`config.mk`:
```
export PLATFORM = sky130hd
export DESIGN_NAME = ds_sample_sequencer
export DESIGN_NICKNAME = d
export VERILOG_FILES = /design/src/rtl/ds_seq_pkg.sv /design/src/rtl/ds_sample_fifo.sv /design/src/rtl/ds_sample_sequencer.sv
export SDC_FILE = /design/constraint.sdc
export NUM_CORES = 1
export LEC_CHECK = 0
export CORE_ASPECT_RATIO = 2
export CORE_MARGIN = 2
export CORE_UTILIZATION = 56
export DETAILED_ROUTE_END_ITERATION = 7
export PLACE_DENSITY_LB_ADDON = 0.2
export SLEW_MARGIN = 20
export SYNTH_ARGS = -nofsm -noshare
export SYNTH_HDL_FRONTEND = slang
export SYNTH_SLANG_ARGS = --single-unit
```
`constraint.sdc`:
```
create_clock -name clk -period 5.2 [get_ports clk]
set_clock_uncertainty 0.1 [all_clocks]
set_input_delay 1.56 -clock clk [delete_from_list [all_inputs] [get_ports clk]]
set_output_delay 1.56 -clock clk [all_outputs]
set_load 0.01 [all_outputs]
```
`src/rtl/ds_seq_pkg.sv`:
```
// Shared types and default sizing for the delta-sigma sample sequencer.
// Optional feature macro used by the top level: DS_SEQ_UNDERFLOW_CNT_EN.
package ds_seq_pkg;

    typedef enum logic [1:0] {
        ST_IDLE  = 2'd0,
        ST_PRIME = 2'd1,
        ST_RUN   = 2'd2
    } ds_seq_state_t;

    localparam int DS_SEQ_SAMPLE_BITS = 16;
    localparam int DS_SEQ_FIFO_DEPTH  = 4;
    localparam int DS_SEQ_DIV_BITS    = 12;

endpackage

```
`src/rtl/ds_sample_fifo.sv`:
```
// Small power-of-two sample FIFO with wrapping pointers and an occupancy counter.
// Push is ignored when full and pop is ignored when empty.
module ds_sample_fifo #(
    parameter int WIDTH = 16,
    parameter int DEPTH = 4
) (
    input  logic                     clk,
    input  logic                     reset,
    input  logic                     push,
    input  logic [WIDTH-1:0]         push_data,
    input  logic                     pop,
    output logic [WIDTH-1:0]         head,
    output logic                     full,
    output logic                     empty,
    output logic [$clog2(DEPTH):0]   level
);

    localparam int AW = $clog2(DEPTH);

    logic [WIDTH-1:0] mem_q [DEPTH];
    logic [AW-1:0]    wr_ptr_q;
    logic [AW-1:0]    rd_ptr_q;
    logic [AW:0]      level_q;
    logic             push_ok_s;
    logic             pop_ok_s;

    assign full      = (level_q == (AW+1)'(DEPTH));
    assign empty     = (level_q == (AW+1)'(0));
    assign level     = level_q;
    assign head      = mem_q[rd_ptr_q];
    assign push_ok_s = push && !full;
    assign pop_ok_s  = pop && !empty;

    // Storage, pointers and occupancy; a simultaneous push and pop leaves the level unchanged.
    always_ff @(posedge clk or posedge reset) begin
        if (reset) begin
            for (int i = 0; i < DEPTH; i++) begin
                mem_q[i] <= {WIDTH{1'b0}};
            end
            wr_ptr_q <= {AW{1'b0}};
            rd_ptr_q <= {AW{1'b0}};
            level_q  <= {(AW+1){1'b0}};
        end else begin
            if (push_ok_s) begin
                mem_q[wr_ptr_q] <= push_data;
                wr_ptr_q        <= wr_ptr_q + AW'(1);
            end
            if (pop_ok_s) begin
                rd_ptr_q <= rd_ptr_q + AW'(1);
            end
            case ({push_ok_s, pop_ok_s})
                2'b10:   level_q <= level_q + (AW+1)'(1);
                2'b01:   level_q <= level_q - (AW+1)'(1);
                default: level_q <= level_q;
            endcase
        end
    end

endmodule

```
`src/rtl/ds_sample_sequencer.sv`:
```
// Paces buffered host samples into the delta-sigma modulator, one per divider tick.
// Define DS_SEQ_UNDERFLOW_CNT_EN to add the saturating underflow_count output.
module ds_sample_sequencer
    import ds_seq_pkg::*;
#(
    parameter int SAMPLE_BITS = DS_SEQ_SAMPLE_BITS,
    parameter int FIFO_DEPTH  = DS_SEQ_FIFO_DEPTH,
    parameter int DIV_BITS    = DS_SEQ_DIV_BITS
) (
    input  logic                            clk,
    input  logic                            reset,
    input  logic                            enable,
    input  logic [DIV_BITS-1:0]             divider,
    input  logic [SAMPLE_BITS-1:0]          in_data,
    input  logic                            in_valid,
    output logic                            in_ready,
    output logic [$clog2(FIFO_DEPTH):0]     fifo_level,
    output logic [SAMPLE_BITS-1:0]          sample_out,
    output logic                            sample_strobe,
    output logic                            underflow
`ifdef DS_SEQ_UNDERFLOW_CNT_EN
    ,
    output logic [7:0]                      underflow_count
`endif
);

    localparam int LW = $clog2(FIFO_DEPTH) + 1;

    ds_seq_state_t          state_q;
    ds_seq_state_t          state_d;
    logic [DIV_BITS-1:0]    cnt_q;
    logic [DIV_BITS-1:0]    cnt_d;
    logic [SAMPLE_BITS-1:0] sample_out_q;
    logic                   strobe_q;
    logic                   underflow_q;

    logic                   fifo_full_s;
    logic                   fifo_empty_s;
    logic [LW-1:0]          fifo_level_s;
    logic [SAMPLE_BITS-1:0] fifo_head_s;
    logic                   push_s;
    logic                   tick_s;
    logic                   pop_s;
    logic                   starve_s;

    assign push_s   = in_valid && !fifo_full_s;
    assign tick_s   = enable && (state_q == ST_RUN) && (cnt_q == {DIV_BITS{1'b0}});
    assign pop_s    = tick_s && !fifo_empty_s;
    assign starve_s = tick_s && fifo_empty_s;

    ds_sample_fifo #(
        .WIDTH (SAMPLE_BITS),
        .DEPTH (FIFO_DEPTH)
    ) u_fifo (
        .clk       (clk),
        .reset     (reset),
        .push      (push_s),
        .push_data (in_data),
        .pop       (pop_s),
        .head      (fifo_head_s),
        .full      (fifo_full_s),
        .empty     (fifo_empty_s),
        .level     (fifo_level_s)
    );

    // Next state and tick counter; dropping enable overrides every other transition.
    always_comb begin
        state_d = state_q;
        cnt_d   = cnt_q;
        if (!enable) begin
            state_d = ST_IDLE;
        end else begin
            case (state_q)
                ST_IDLE: begin
                    state_d = ST_PRIME;
                end
                ST_PRIME: begin
                    if (fifo_level_s >= LW'(FIFO_DEPTH / 2)) begin
                        state_d = ST_RUN;
                        cnt_d   = divider;
                    end else begin
                        state_d = ST_PRIME;
                    end
                end
                ST_RUN: begin
                    if (tick_s) begin
                        cnt_d   = divider;
                        state_d = fifo_empty_s ? ST_PRIME : ST_RUN;
                    end else begin
                        cnt_d = cnt_q - DIV_BITS'(1);
                    end
                end
                default: begin
                    state_d = ST_IDLE;
                end
            endcase
        end
    end

    // FSM state, tick counter and registered modulator-side outputs.
    always_ff @(posedge clk or posedge reset) begin
        if (reset) begin
            state_q      <= ST_IDLE;
            cnt_q        <= {DIV_BITS{1'b0}};
            sample_out_q <= {SAMPLE_BITS{1'b0}};
            strobe_q     <= 1'b0;
            underflow_q  <= 1'b0;
        end else begin
            state_q     <= state_d;
            cnt_q       <= cnt_d;
            strobe_q    <= pop_s;
            underflow_q <= starve_s;
            if (pop_s) begin
                sample_out_q <= fifo_head_s;
            end
        end
    end

    assign in_ready      = !fifo_full_s;
    assign fifo_level    = fifo_level_s;
    assign sample_out    = sample_out_q;
    assign sample_strobe = strobe_q;
    assign underflow     = underflow_q;

`ifdef DS_SEQ_UNDERFLOW_CNT_EN
    logic [7:0] uf_cnt_q;

    // Starved-tick counter, saturating at 255; only reset clears it.
    always_ff @(posedge clk or posedge reset) begin
        if (reset) begin
            uf_cnt_q <= 8'd0;
        end else if (starve_s && (uf_cnt_q != 8'hFF)) begin
            uf_cnt_q <= uf_cnt_q + 8'd1;
        end else begin
            uf_cnt_q <= uf_cnt_q;
        end
    end

    assign underflow_count = uf_cnt_q;
`endif

endmodule

```
# ---- After elaboration in Yosys (flattened, before gate mapping)
# Cells that the tools add are included.
dict set report word_totals {
  register_bits 103
  word_cells 61
  output_inout_bits 22
  inputBits 32
}
dict set report op_classes {
  n_eq_ne 7
  bitwise_logic 2
  magnitude_cmp 4
  add_sub_neg 5
  mux 15
  reduce_logical 16
}
# cell n
set op_table {}
lappend op_table {{$bwmux 64} 1}
lappend op_table {{$mux 16} 3}
lappend op_table {{$bmux 16 s2} 1}
lappend op_table {{$demux 16 s2} 1}
lappend op_table {{$mux 12} 2}
lappend op_table {{$pmux 12 s2} 1}
lappend op_table {{$logic_not 12->1} 1}
lappend op_table {{$sub 12x1->12 const B} 1}
lappend op_table {{$logic_and 1x1->1} 8}
lappend op_table {{$mux 2} 4}
lappend op_table {{$ge 3x3->1 const B} 2}
lappend op_table {{$not 2->3} 2}
lappend op_table {{$pmux 2 s3} 1}
lappend op_table {{$pmux 3 s2} 1}
lappend op_table {{$add 2x1->2 const B} 2}
lappend op_table {{$eq 2x1->1 const B} 2}
lappend op_table {{$eq 2x2->1 const B} 2}
lappend op_table {{$reduce_bool 2->1} 2}
lappend op_table {{$add 3x1->3 const B} 1}
lappend op_table {{$eq 3x3->1 const B} 1}
lappend op_table {{$ge 3x2->1 const B} 1}
lappend op_table {{$logic_not 3->1} 1}
lappend op_table {{$lt 3x1->1 const B} 1}
lappend op_table {{$ne 3x3->1 const B} 1}
lappend op_table {{5 further kinds} 6}

# ---- Longest topological paths before layout
# Gate-level depths: netlist (run 1).
dict set report logic_depth {
  ltp_word 7
  depth_mapped 12
  mapped_depth_nobuf 11
}

# ---- By module
# A second synthesis (run 1) with hierarchy kept.
dict set report unflattened {
  cells_unflattened 339
  hier_area_um2 5011.1
}
# module cells_per_inst seq_area_each_um2 n_inst area_per_inst_um2
set by_module_without_submodules {}
lappend by_module_without_submodules {ds_sample_fifo 193 1776.7 1 3357.0}
lappend by_module_without_submodules {ds_sample_sequencer 146 800.8 1 1654.1}

# ---- Least setup slack after synthesis (run 1)
# OpenSTA, ideal clock, no wires.
dict set report synth_path {
  path_kind {in2reg}
  start {input port enable}
  end {register u_fifo.level_q[2] (netlist: u_fifo.level[2])}
  n_path_buf 1
  setup_ns 0.079
  t_arrival_ns 3.136
  path_slack_ns 1.885
  required_ns 5.021
  stages 9
  cell_sequence {nand2_1 nor3_4 buf_6 ha_1 inv_1 fa_1 xor2_1 nor2_1 xor2_1}
}
dict set report synth_via {
  elab_chain_len 6
  word_cells_on_any_way 8
  classes_between {eq/ne: 2; mux: 1; reduce/logical: 5}
}
# item line_no
set synth_lines {}
lappend synth_lines {{start, declared} ds_sample_sequencer.sv:12} ;# input logic enable,
lappend synth_lines {{$logic_and 1x1->1 (*) (2 in series)} ds_sample_sequencer.sv:47} ;# assign tick_s = enable && (state_q == ST_RUN) && (cnt_q == {DIV_BITS{1'b0}});
lappend synth_lines {{$logic_and 1x1->1 (*)} ds_sample_sequencer.sv:48} ;# assign pop_s = tick_s && !fifo_empty_s;
lappend synth_lines {{net pop_s} ds_sample_sequencer.sv:43} ;# logic pop_s;
lappend synth_lines {{$logic_and 1x1->1 (*)} ds_sample_fifo.sv:32} ;# assign pop_ok_s = pop && !empty;
lappend synth_lines {{$eq 2x1->1 or $eq 2x2->1 (tied branches)} ds_sample_fifo.sv:51} ;# case ({push_ok_s, pop_ok_s})
lappend synth_lines {{$pmux 3 s2 or $reduce_bool 2->1 (tied branches)} -}
lappend synth_lines {{end signal, assigned} ds_sample_fifo.sv:52} ;# 2'b10: level_q <= level_q + (AW+1)'(1);
lappend synth_lines {{end signal, assigned} ds_sample_fifo.sv:53} ;# 2'b01: level_q <= level_q - (AW+1)'(1);
lappend synth_lines {{end signal, assigned} ds_sample_fifo.sv:54} ;# default: level_q <= level_q;
lappend synth_lines {{end, declared} ds_sample_fifo.sv:23} ;# logic [AW:0] level_q;
# Mark *: on every way through the listed nets, which the timed path passes. The rest lies on a longest branch.
# A chain may end at the register's enable or synchronous reset.

# ---- Final worst setup path (run 1)
dict set report layout_path {
  start {input port enable}
  end {register u_fifo.level_q[2] (netlist: u_fifo.level[2])}
}
dict set report layout_via {
  elab_chain_len 6
  word_cells_on_any_way 8
  classes_between {eq/ne: 2; mux: 1; reduce/logical: 5}
}
# item line_no
set layout_lines {}
lappend layout_lines {{$logic_and 1x1->1 (*) (2 in series)} ds_sample_sequencer.sv:47}
lappend layout_lines {{$logic_and 1x1->1 (*)} ds_sample_sequencer.sv:48}
lappend layout_lines {{$logic_and 1x1->1 (*)} ds_sample_fifo.sv:32}
lappend layout_lines {{$eq 2x1->1 or $eq 2x2->1 (tied branches)} ds_sample_fifo.sv:51}
lappend layout_lines {{$pmux 3 s2 or $reduce_bool 2->1 (tied branches)} -}
# Mark *: on every way between the ends. The rest lies on a longest branch, timed or not.

==> impl_metrics.ini, run 1 <==
[cells_and_area]
nFillCells = 605
layout-area-overhead-vs-synth_pct = 19.9
multi_input_area_sq_mm = 0.00203
drive_gt1_share_pct = 30.4
regArea_sq_mm = 0.00258
layout_common_cells = dfrtp_1 (102), mux2_2 (80), clkdlybuf4s50_1 (53), nand2_1 (17), mux4_2 (16)
fin_nets = 430
final_common_cell = dfrtp_1
antennaDiodeCount = 0

[setup_path]
path_common_cell = xor2_1
cp.required_ns = 5.36
slowest_stage = clkdlybuf4s50_1
cp-start-kind = input port
worst_setup_path_end_kind = flip-flop
worstReg2RegStart = cnt_q[4]
crit_type = in2reg
cp_data_arrival_time_ns = 3.51
crit_buf_inv = 2
r2r-end = u_fifo.level[2]
crit_chain = clkdlybuf4s50_1 -> nand2_1 -> nor3_4 -> ha_1 -> inv_1 -> fa_1 -> xor2_1 -> nor2_1 -> xor2_1
cp_max_fo = 5
reg2reg_depth = 9
critical-path-max-stage-delay_ns = 0.55
reg2reg_setup_slack_ns = 2.65
path_delay_family = buffers and inverters

[logic_synthesis]
synth_area_sq_mm = 0.00473
syn_inst = 337
synth_top_area_cell = dfrtp_1
syn_avg_cell_area_sq_um = 14.0
netlist.area_leader.share_pct = 54.5
synthTopCellsByArea = dfrtp_1 (54%), mux2_2 (19%), mux4_2 (7.6%)
ys_async_sr_fraction_pct = 100
synth.distinct_cells = 40
seq_area_frac_synth_pct = 54.5
synth_edf_count = 0
ys_seq_elements = 103
ys_warn_count = 0
synth_nets = 377
synth-main-ff-cell = dfrtp_1

[timing]
finalHoldViolCount = 0
fin_crit_sh_pct = 64.4
setup_ws_ns = 1.85
rsz0062_at_grt = no
tightest_slew_ns = 0.881
maxSlewViolCount = 0
period_minus_slack_ns = 3.35
max_freq_mhz = 298
relSlewSlack_pct = 41.1
finalSetupViolations = 0
finalSetupTns_ns = 0

[power_and_ir_drop]
pwr-share-seq_pct = 45.8
p_per_area_mw_per_mm2 = 521
p_leak_uw = 0.00240
switching_power_uw = 856
p_int_uw = 2100
swShare_pct = 28.9
p_clk_share_pct = 25.4
peakVddDrop_v = 0.000338
comb_power_share_pct = 28.8

[grt]
grt_use_total_pct = 22.3
overflow = 0
antenna_found_initial = 0
grt_pass1_vias = 3157
grt_max_degree = 49
grt_pass1_wl_microns = 15900

[clock_tree]
clock_sinks = 103
cts_buffers = 9
clkTransAtPathRegs_ns = 0.07
cts_tree = yes
insertion_delay_ns = 0.34
cts_resized = 0
ctsRootBufferMaster = clkbuf_16
cts_setup_buffers = 0
htreeDepth = 3
ctsLongestPathBuffers = 2
cts_hold_buffers = 0

[job]
cap_violations = 0

[routing]
avgViaCountPerCell = 5.89
drt_pass1_iterations = 4
drtIter0Drc = 120
via_count = 2904
drc = 0
routedWlPerCell_microns = 19.0
postRouteAntennaNets = 0
routed_wl_microns = 9370

[place]
dp_hpwl_microns = 6430
io_buffers = 53
post-place-ws_ns = 1.53
gp_congestion = 0.861

[floorplanning]
die_h_microns = 134
ios = 54
die-area_sq_mm = 0.00925
fp-row-count = 47
initial_core_util_pct = 57.5
die_x_microns = 69.0
core-area_sq_mm = 0.00823

[worst_hold_path]
worstHoldStart = u_fifo.mem_q[3]
min_path_type = reg2reg
whs_endpoint = u_fifo.mem_q[3]
hold_depth = 1

[status]
status = complete, no violations
worst max-delay path by stage:
stage	from	to	slack, ns	cells past startpoint
finish	enable	u_fifo.level[2]	1.85	9
global route	enable	u_fifo.level[2]	1.73	9
CTS	enable	u_fifo.level[2]	1.85	9
detailed placement	enable	u_fifo.level[2]	1.53	9
global placement	enable	u_fifo.level[2]	1.55	9
floorplan	reset	cnt_q[0]	0.84	1
state kept, by name, summed over array words and instances (netlist names):
register / cells
state_q: 2
u_fifo.level: 3
sample_out: 16
sample_strobe: 1
u_fifo.rd_ptr_q: 2
underflow: 1
u_fifo.mem_q: 64
cnt_q: 12
u_fifo.wr_ptr_q: 2
per-layer routing:
layer	vias to the layer above	share of wire (%)	GRT usage [%]
met4	0	2.4	10.2
met3	17	2.5	3.16
met1	1504	37	25.2
met5	-	0	0
met2	50	58	41.2
li1	1333	-	-
stage by stage:
stage | hold slack [ns] | std cells | util (%) | total power, uW | cell area (sq um)
detailed placement | 0.388 | 477 | 64.8 | 2220 | 5340
finish | 0.401 | 493 | 68.9 | 2960 | 5670
global placement | 0.382 | 477 | 64.8 | 2160 | 5330
floorplan | 0.374 | 337 | - | 1970 | 4730
global route | 0.419 | 493 | 68.9 | 3140 | 5670
CTS | 0.403 | 493 | 68.9 | 2990 | 5670
power groups by stage:
stage | logic (uW) | clock network (uW) | registers (uW)
after detailed placement | 862 | 0 | 1360
final | 852 | 751 | 1350
after global placement | 826 | 0 | 1340
after CTS | 868 | 769 | 1350
after global routing | 940 | 806 | 1400
after floorplan | 679 | 0 | 1290
cell usage after synthesis, types with 2 or more instances:
cell type,number
a22oi_1,3
mux4_2,16
nor2_1,8
mux2_2,80
nor2b_1,5
dfrtp_1,103
o21ai_0,8
nand2b_1,3
buf_2,8
nand4_1,4
and3_1,2
nand2_1,17
nor3_1,3
inv_1,12
and2_1,3
mux2i_1,7
nand3_1,9
ha_1,7
a21oi_1,6
a2bb2oi_1,5
o311ai_0,2
clkbuf_1,3
xnor2_1,3
xor2_1,3
buf_6,2
logic make-up after synthesis:
logic type                 synth area share (%)
adders and majority gates                  2.27
and+or+nand+nor                            7.56
DFF                                        54.5
buffers and inverters                      2.59
xor gates and xnor gates                   1.11
muxes                                      28.1
AOI/OAI and AO/OA                          3.89
worst register-to-register path: cells and delay by family, from the launching register on:
kind,cells,cell delay [ns]
simple gates,4,0.96
fa+ha+maj,2,0.60
flops,1,0.46
xor+xnor,2,0.30
buf+inv,1,0.07
final cells by class:
cell class	count	share of cell area [%]
Multi-Input combinational cell	208	35.8
Tap cell	98	2.16
Clock buffer	10	4.04
Clock inverter	6	1.92
Timing Repair Buffer	56	9.75
Inverter	12	0.838
Sequential cell	103	45.5
(Power assumes the default switching activity.)
==> run 2, diff against run 1 <==
--- a/config.mk
+++ b/config.mk
@@ -7,7 +7,7 @@
 export LEC_CHECK = 0
 export CORE_ASPECT_RATIO = 2
 export CORE_MARGIN = 2
-export CORE_UTILIZATION = 56
+export CORE_UTILIZATION = 51
 export DETAILED_ROUTE_END_ITERATION = 7
 export PLACE_DENSITY_LB_ADDON = 0.2
 export SLEW_MARGIN = 20
==> constraint.sdc (replaced) <==
create_clock -name clk -period 2.74 [get_ports clk]
set_clock_uncertainty 0.1 [all_clocks]
set_input_delay 0.822 -clock clk [delete_from_list [all_inputs] [get_ports clk]]
set_output_delay 0.822 -clock clk [all_outputs]
set_load 0.01 [all_outputs]
==> run 2 against run 1 <==
  * Combinational power rose by 100%
  * Utilization fell by 4.0 points
  * Register-to-register slack got worse by 2.4 ns
  * Setup slack worse by 1.6 ns
  * Critical endpoint is now in_ready
  * Highest routed layer unchanged
==> impl_metrics.ini, run 2 (synthesis gave the netlist of run 1 again) <==
[cells_and_area]
drive_gt1_share_pct = 34.2
layout_common_cells = dfrtp_1 (103), mux2_2 (80), clkdlybuf4s50_1 (53), buf_4 (22), nand2_1 (17)
antennaDiodeCount = 0
nFillCells = 675
largest_reg_flops = 64
final_common_cell = dfrtp_1
regArea_sq_mm = 0.00258
regMostFlops = u_fifo.mem_q
multi_input_area_sq_mm = 0.00203
layout-area-overhead-vs-synth_pct = 23.5
fin_nets = 453

[setup_path]
path_delay_family = buffers and inverters
crit_type = reg2out
crit_chain = inv_1 -> nand3_1 -> clkdlybuf4s50_1
worst_setup_path_end_kind = primary output
cp.required_ns = 1.82
reg2reg_setup_slack_ns = 0.27
cp_max_fo = 5
slowest_stage = clkdlybuf4s50_1
crit_buf_inv = 2
cp-start-kind = flip-flop
cp_data_arrival_time_ns = 1.56
critical-path-max-stage-delay_ns = 0.54

[timing]
maxSlewViolCount = 0
finalHoldViolCount = 0
rsz0062_at_grt = no
relSlewSlack_pct = 65.2
finalSetupTns_ns = 0
period_minus_slack_ns = 2.48
tightest_slew_ns = 0.521
whs_ns = 0.401
fin_crit_sh_pct = 90.5
max_freq_mhz = 403
finalSetupViolations = 0

[routing]
drtIter0Drc = 151
via_count = 2955
routed_wl_microns = 9360
drt_pass1_iterations = 4
avgViaCountPerCell = 5.68
drc = 0
postRouteAntennaNets = 0
routedWlPerCell_microns = 18.0

[job]
cap_violations = 0

[floorplanning]
die_h_microns = 140
die-area_sq_mm = 0.0101
initial_core_util_pct = 52.5
die_x_microns = 72.1
fp-row-count = 49
core-area_sq_mm = 0.00901
ios = 54

[grt]
grt_use_total_pct = 20.6
grt_pass1_wl_microns = 16000
overflow = 0
grt_pass1_vias = 3339
grt_max_degree = 48
antenna_found_initial = 0

[clock_tree]
insertion_delay_ns = 0.34
htreeDepth = 3
clkTransAtPathRegs_ns = 0.07
cts_hold_buffers = 0
clock_sinks = 103
cts_buffers = 9
ctsLongestPathBuffers = 2
cts_setup_buffers = 0
ctsRootBufferMaster = clkbuf_16
cts_tree = yes
cts_resized = 0

[status]
status = complete, no violations

[place]
dp_hpwl_microns = 6870
gp_congestion = 0.946
io_buffers = 53

[power_and_ir_drop]
p_leak_uw = 0.00249
peakVddDrop_v = 0.000604
p_per_area_mw_per_mm2 = 936

[worst_hold_path]
min_path_type = reg2reg
## run 2: cell count changes in the layout (fill, tap and decap cells not counted)
cell / before / now
buf_12: 0 / 4
clkbuf_1: 1 / 0
buf_4: 3 / 22
inv_4: 1 / 0
inv_6: 0 / 1
bufinv_16: 3 / 0
clkinvlp_4: 0 / 3
clkinv_2: 2 / 1
clkinv_4: 1 / 2
dfrtp_1: 102 / 103
inv_8: 0 / 1
dfrtp_2: 1 / 0
## run 2: layout make-up
cell class / count / share of cell area [%]
inverters: 12 / 0.835
well taps: 102 / 2.18
repair buffers: 79 / 13.3
multi-input cells: 208 / 34.8
clock inverters: 7 / 0.985
flip-flops and latches: 103 / 44.1
clock buffers: 9 / 3.85
## run 2: power breakdown
group	leakage, uW	switching, uW	total, uW	internal (uW)
Clock	0.000134	567	1190	627
Combinational	0.00110	675	1730	1050
Sequential	0.00126	408	2550	2140
## run 2: final timing paths
check                                 start               end  cells after the start
min reg2reg                u_fifo.mem_q[18]  u_fifo.mem_q[18]                      1
min in group asynchronous             reset          cnt_q[0]                      2
max in group asynchronous             reset  u_fifo.mem_q[49]                      3
max reg2reg                        cnt_q[9]   u_fifo.level[2]                      9
max                         u_fifo.level[1]          in_ready                      3
min                        u_fifo.mem_q[18]  u_fifo.mem_q[18]                      1
## run 2: stage by stage
stage	worst slack, ns	cell area [sq um]	total power (uW)	util (%)	std cells
after floorplan	0.0603	4740	3740	-	337
after global placement	-0.0231	5560	4230	61.7	504
after detailed placement	-0.0642	5560	4330	61.7	504
after CTS	0.222	5850	5540	64.9	520
after global routing	0.0767	5850	5840	64.9	520
final	0.261	5850	5470	64.9	520
## run 2: routing by layer
layer,vias to the layer above,track usage [%],part of all wire (%)
met5,-,0,0
met4,0,7.25,1.6
met3,12,4.03,3.0
met2,47,36.9,57
met1,1521,23.8,39
li1,1375,-,-
## run 2: worst reg2reg max path, cell delays in order (launching register included)
cell and delay (ns):
dfrtp_1 0.44, nor4_4 0.42, nand4_2 0.20, nor3_4 0.23, ha_1 0.19, inv_1 0.06, fa_1 0.37, xor2_1 0.15
nor2_1 0.11, xor2_1 0.14
==> run 3, diff against run 2 <==
--- a/config.mk
+++ b/config.mk
@@ -9,6 +9,7 @@
 export CORE_MARGIN = 2
 export CORE_UTILIZATION = 51
 export DETAILED_ROUTE_END_ITERATION = 7
+export GPL_TIMING_DRIVEN = 0
 export PLACE_DENSITY_LB_ADDON = 0.2
 export SLEW_MARGIN = 20
 export SYNTH_ARGS = -nofsm -noshare
==> run 3 against run 2 <==
  * Routed wire length is 0.19% lower
  * Clock power is 10% higher
  * Final cell count is 1.3% lower
  * Design area is 0.96% lower
  * Sequential power hardly changed
  * Register-to-register slack worse by 0.12 ns
  * Largest cell class unchanged
  * Worst hold slack hardly changed
==> impl_metrics.ini, run 3 (synthesis gave the netlist of run 1 again) <==
[clock_tree]
cts_hold_buffers = 0
cts_tree = yes
cts_buffers = 9
ctsLongestPathBuffers = 2
ctsRootBufferMaster = clkbuf_16
insertion_delay_ns = 0.34
clkTransAtPathRegs_ns = 0.07
htreeDepth = 3
clock_sinks = 103

[timing]
finalHoldViolCount = 0
relSlewSlack_pct = 50.8
tightest_slew_ns = 0.739
fin_crit_sh_pct = 94.5
finalSetupViolations = 0
rsz0062_at_grt = no
finalSetupTns_ns = 0
whs_ns = 0.401
max_freq_mhz = 386
maxSlewViolCount = 0
period_minus_slack_ns = 2.59

[place]
dp_hpwl_microns = 6780
io_buffers = 53
gp_congestion = 0.876

[cells_and_area]
final_common_cell = dfrtp_1
layout-area-overhead-vs-synth_pct = 22.3
fin_nets = 446
regMostFlops = u_fifo.mem_q
layout_common_cells = dfrtp_1 (103), mux2_2 (80), clkdlybuf4s50_1 (52), nand2_1 (17), mux4_2 (16)
nFillCells = 692
drive_gt1_share_pct = 32.1
largest_reg_flops = 64
antennaDiodeCount = 0

[power_and_ir_drop]
p_int_uw = 3880
p_per_area_mw_per_mm2 = 952
p_clk_share_pct = 23.7
p_leak_uw = 0.00247
switching_power_uw = 1630
comb_power_share_pct = 30.1
swShare_pct = 29.6
peakVddDrop_v = 0.000562
pwr-share-seq_pct = 46.2

[worst_hold_path]
min_path_type = reg2reg

[routing]
drtIter0Drc = 138
avgViaCountPerCell = 5.66
routed_wl_microns = 9340
drt_pass1_iterations = 4
routedWlPerCell_microns = 18.2
via_count = 2902
postRouteAntennaNets = 0
drc = 0

[setup_path]
cp_data_arrival_time_ns = 2.71
cp-start-kind = flip-flop
cp.required_ns = 2.86
worst_setup_path_end_kind = flip-flop
crit_type = reg2reg
cp_max_fo = 4

[status]
status = complete, no violations

[grt]
grt_max_degree = 34
grt_pass1_wl_microns = 15700
overflow = 0
grt_use_total_pct = 20.4
antenna_found_initial = 0
grt_pass1_vias = 3095

[floorplanning]
ios = 54
die-area_sq_mm = 0.0101
core-area_sq_mm = 0.00901
die_h_microns = 140
fp-row-count = 49
initial_core_util_pct = 52.5
die_x_microns = 72.1

[job]
cap_violations = 0
==> run 3: cell types whose count changed in the layout (fill, tap and decap cells not counted), sizes merged <==
| cell | change |
|---|---|
| buf | -10 |
| clkbuf | +5 |
| clkinvlp | -2 |
| bufinv | +1 |
| clkdlybuf4s50 | -1 |
| dlygate4sd2 | +1 |
| inv | -1 |
==> run 3: path summary, 6_finish.rpt <==
check	to	cells after the start	slack, ns	from
max in group asynchronous	sample_out[12]	5	0.86	reset
worst max-delay path	u_fifo.level[2]	12	0.15	cnt_q[0]
min in group asynchronous	sample_out[6]	2	0.75	reset
worst min register to register	u_fifo.mem_q[20]	1	0.40	u_fifo.mem_q[20]
worst min-delay path	u_fifo.mem_q[20]	1	0.40	u_fifo.mem_q[20]
worst max register to register	u_fifo.level[2]	12	0.15	cnt_q[0]
==> run 3: per-layer routing <==
layer	track usage [%]	share of wire (%)
met1	24.6	40
met2	35.4	55
met3	3.88	2.5
met4	7.75	1.9
met5	0	0
==> run 3: what timing repair did <==
action	CTS	global route
buffers inserted	2	0
gates resized for setup	1	1
hold endpoints to repair	0	0
pin swaps	1	0
endpoints found under the setup margin	2	1
cloned	0	0
==> run 3: cell type report <==
| cell class | count | area (sq um) | share of cell area (%) |
|---|---|---|---|
| Sequential cell | 103 | 2580 | 44.5 |
| Multi-Input combinational cell | 208 | 2040 | 35.2 |
| Timing Repair Buffer | 58 | 612 | 10.6 |
| Clock buffer | 11 | 253 | 4.37 |
| Tap cell | 102 | 128 | 2.20 |
| Buffer | 14 | 77.6 | 1.34 |
| Clock inverter | 5 | 53.8 | 0.929 |
| Inverter | 12 | 48.8 | 0.843 |
==> run 3: critical path: stages (launching register included) <==
cell and delay, ns:
dfrtp_1 0.40, inv_1 0.11, ha_1 0.19, nor2b_1 0.18, nand4_2 0.16, nor3_4 0.21
buf_6 0.14, ha_1 0.17, inv_1 0.06, fa_1 0.37, xor2_1 0.18, nor2_1 0.07
xor2_1 0.14
==> run 3: through the flow <==
stage	utilization, %	setup slack, ns	std cells	total power [uW]	cell area, sq um
2_1_floorplan	-	0.0603	337	3740	4740
3_3_place_gp	59.9	-0.732	492	4130	5400
3_5_place_dp	60.6	-0.796	495	4260	5460
4_1_cts	64.2	0.133	513	5570	5780
5_1_grt	64.2	0.0189	513	5850	5790
6_report	64.2	0.149	513	5510	5790
==> run 3: power groups by stage <==
stage	logic, uW	clock network, uW	registers [uW]
final	1660	1310	2550
after detailed placement	1690	0	2570
after global routing	1830	1400	2620
after floorplan	1290	0	2450
after global placement	1610	0	2520
after CTS	1700	1330	2540
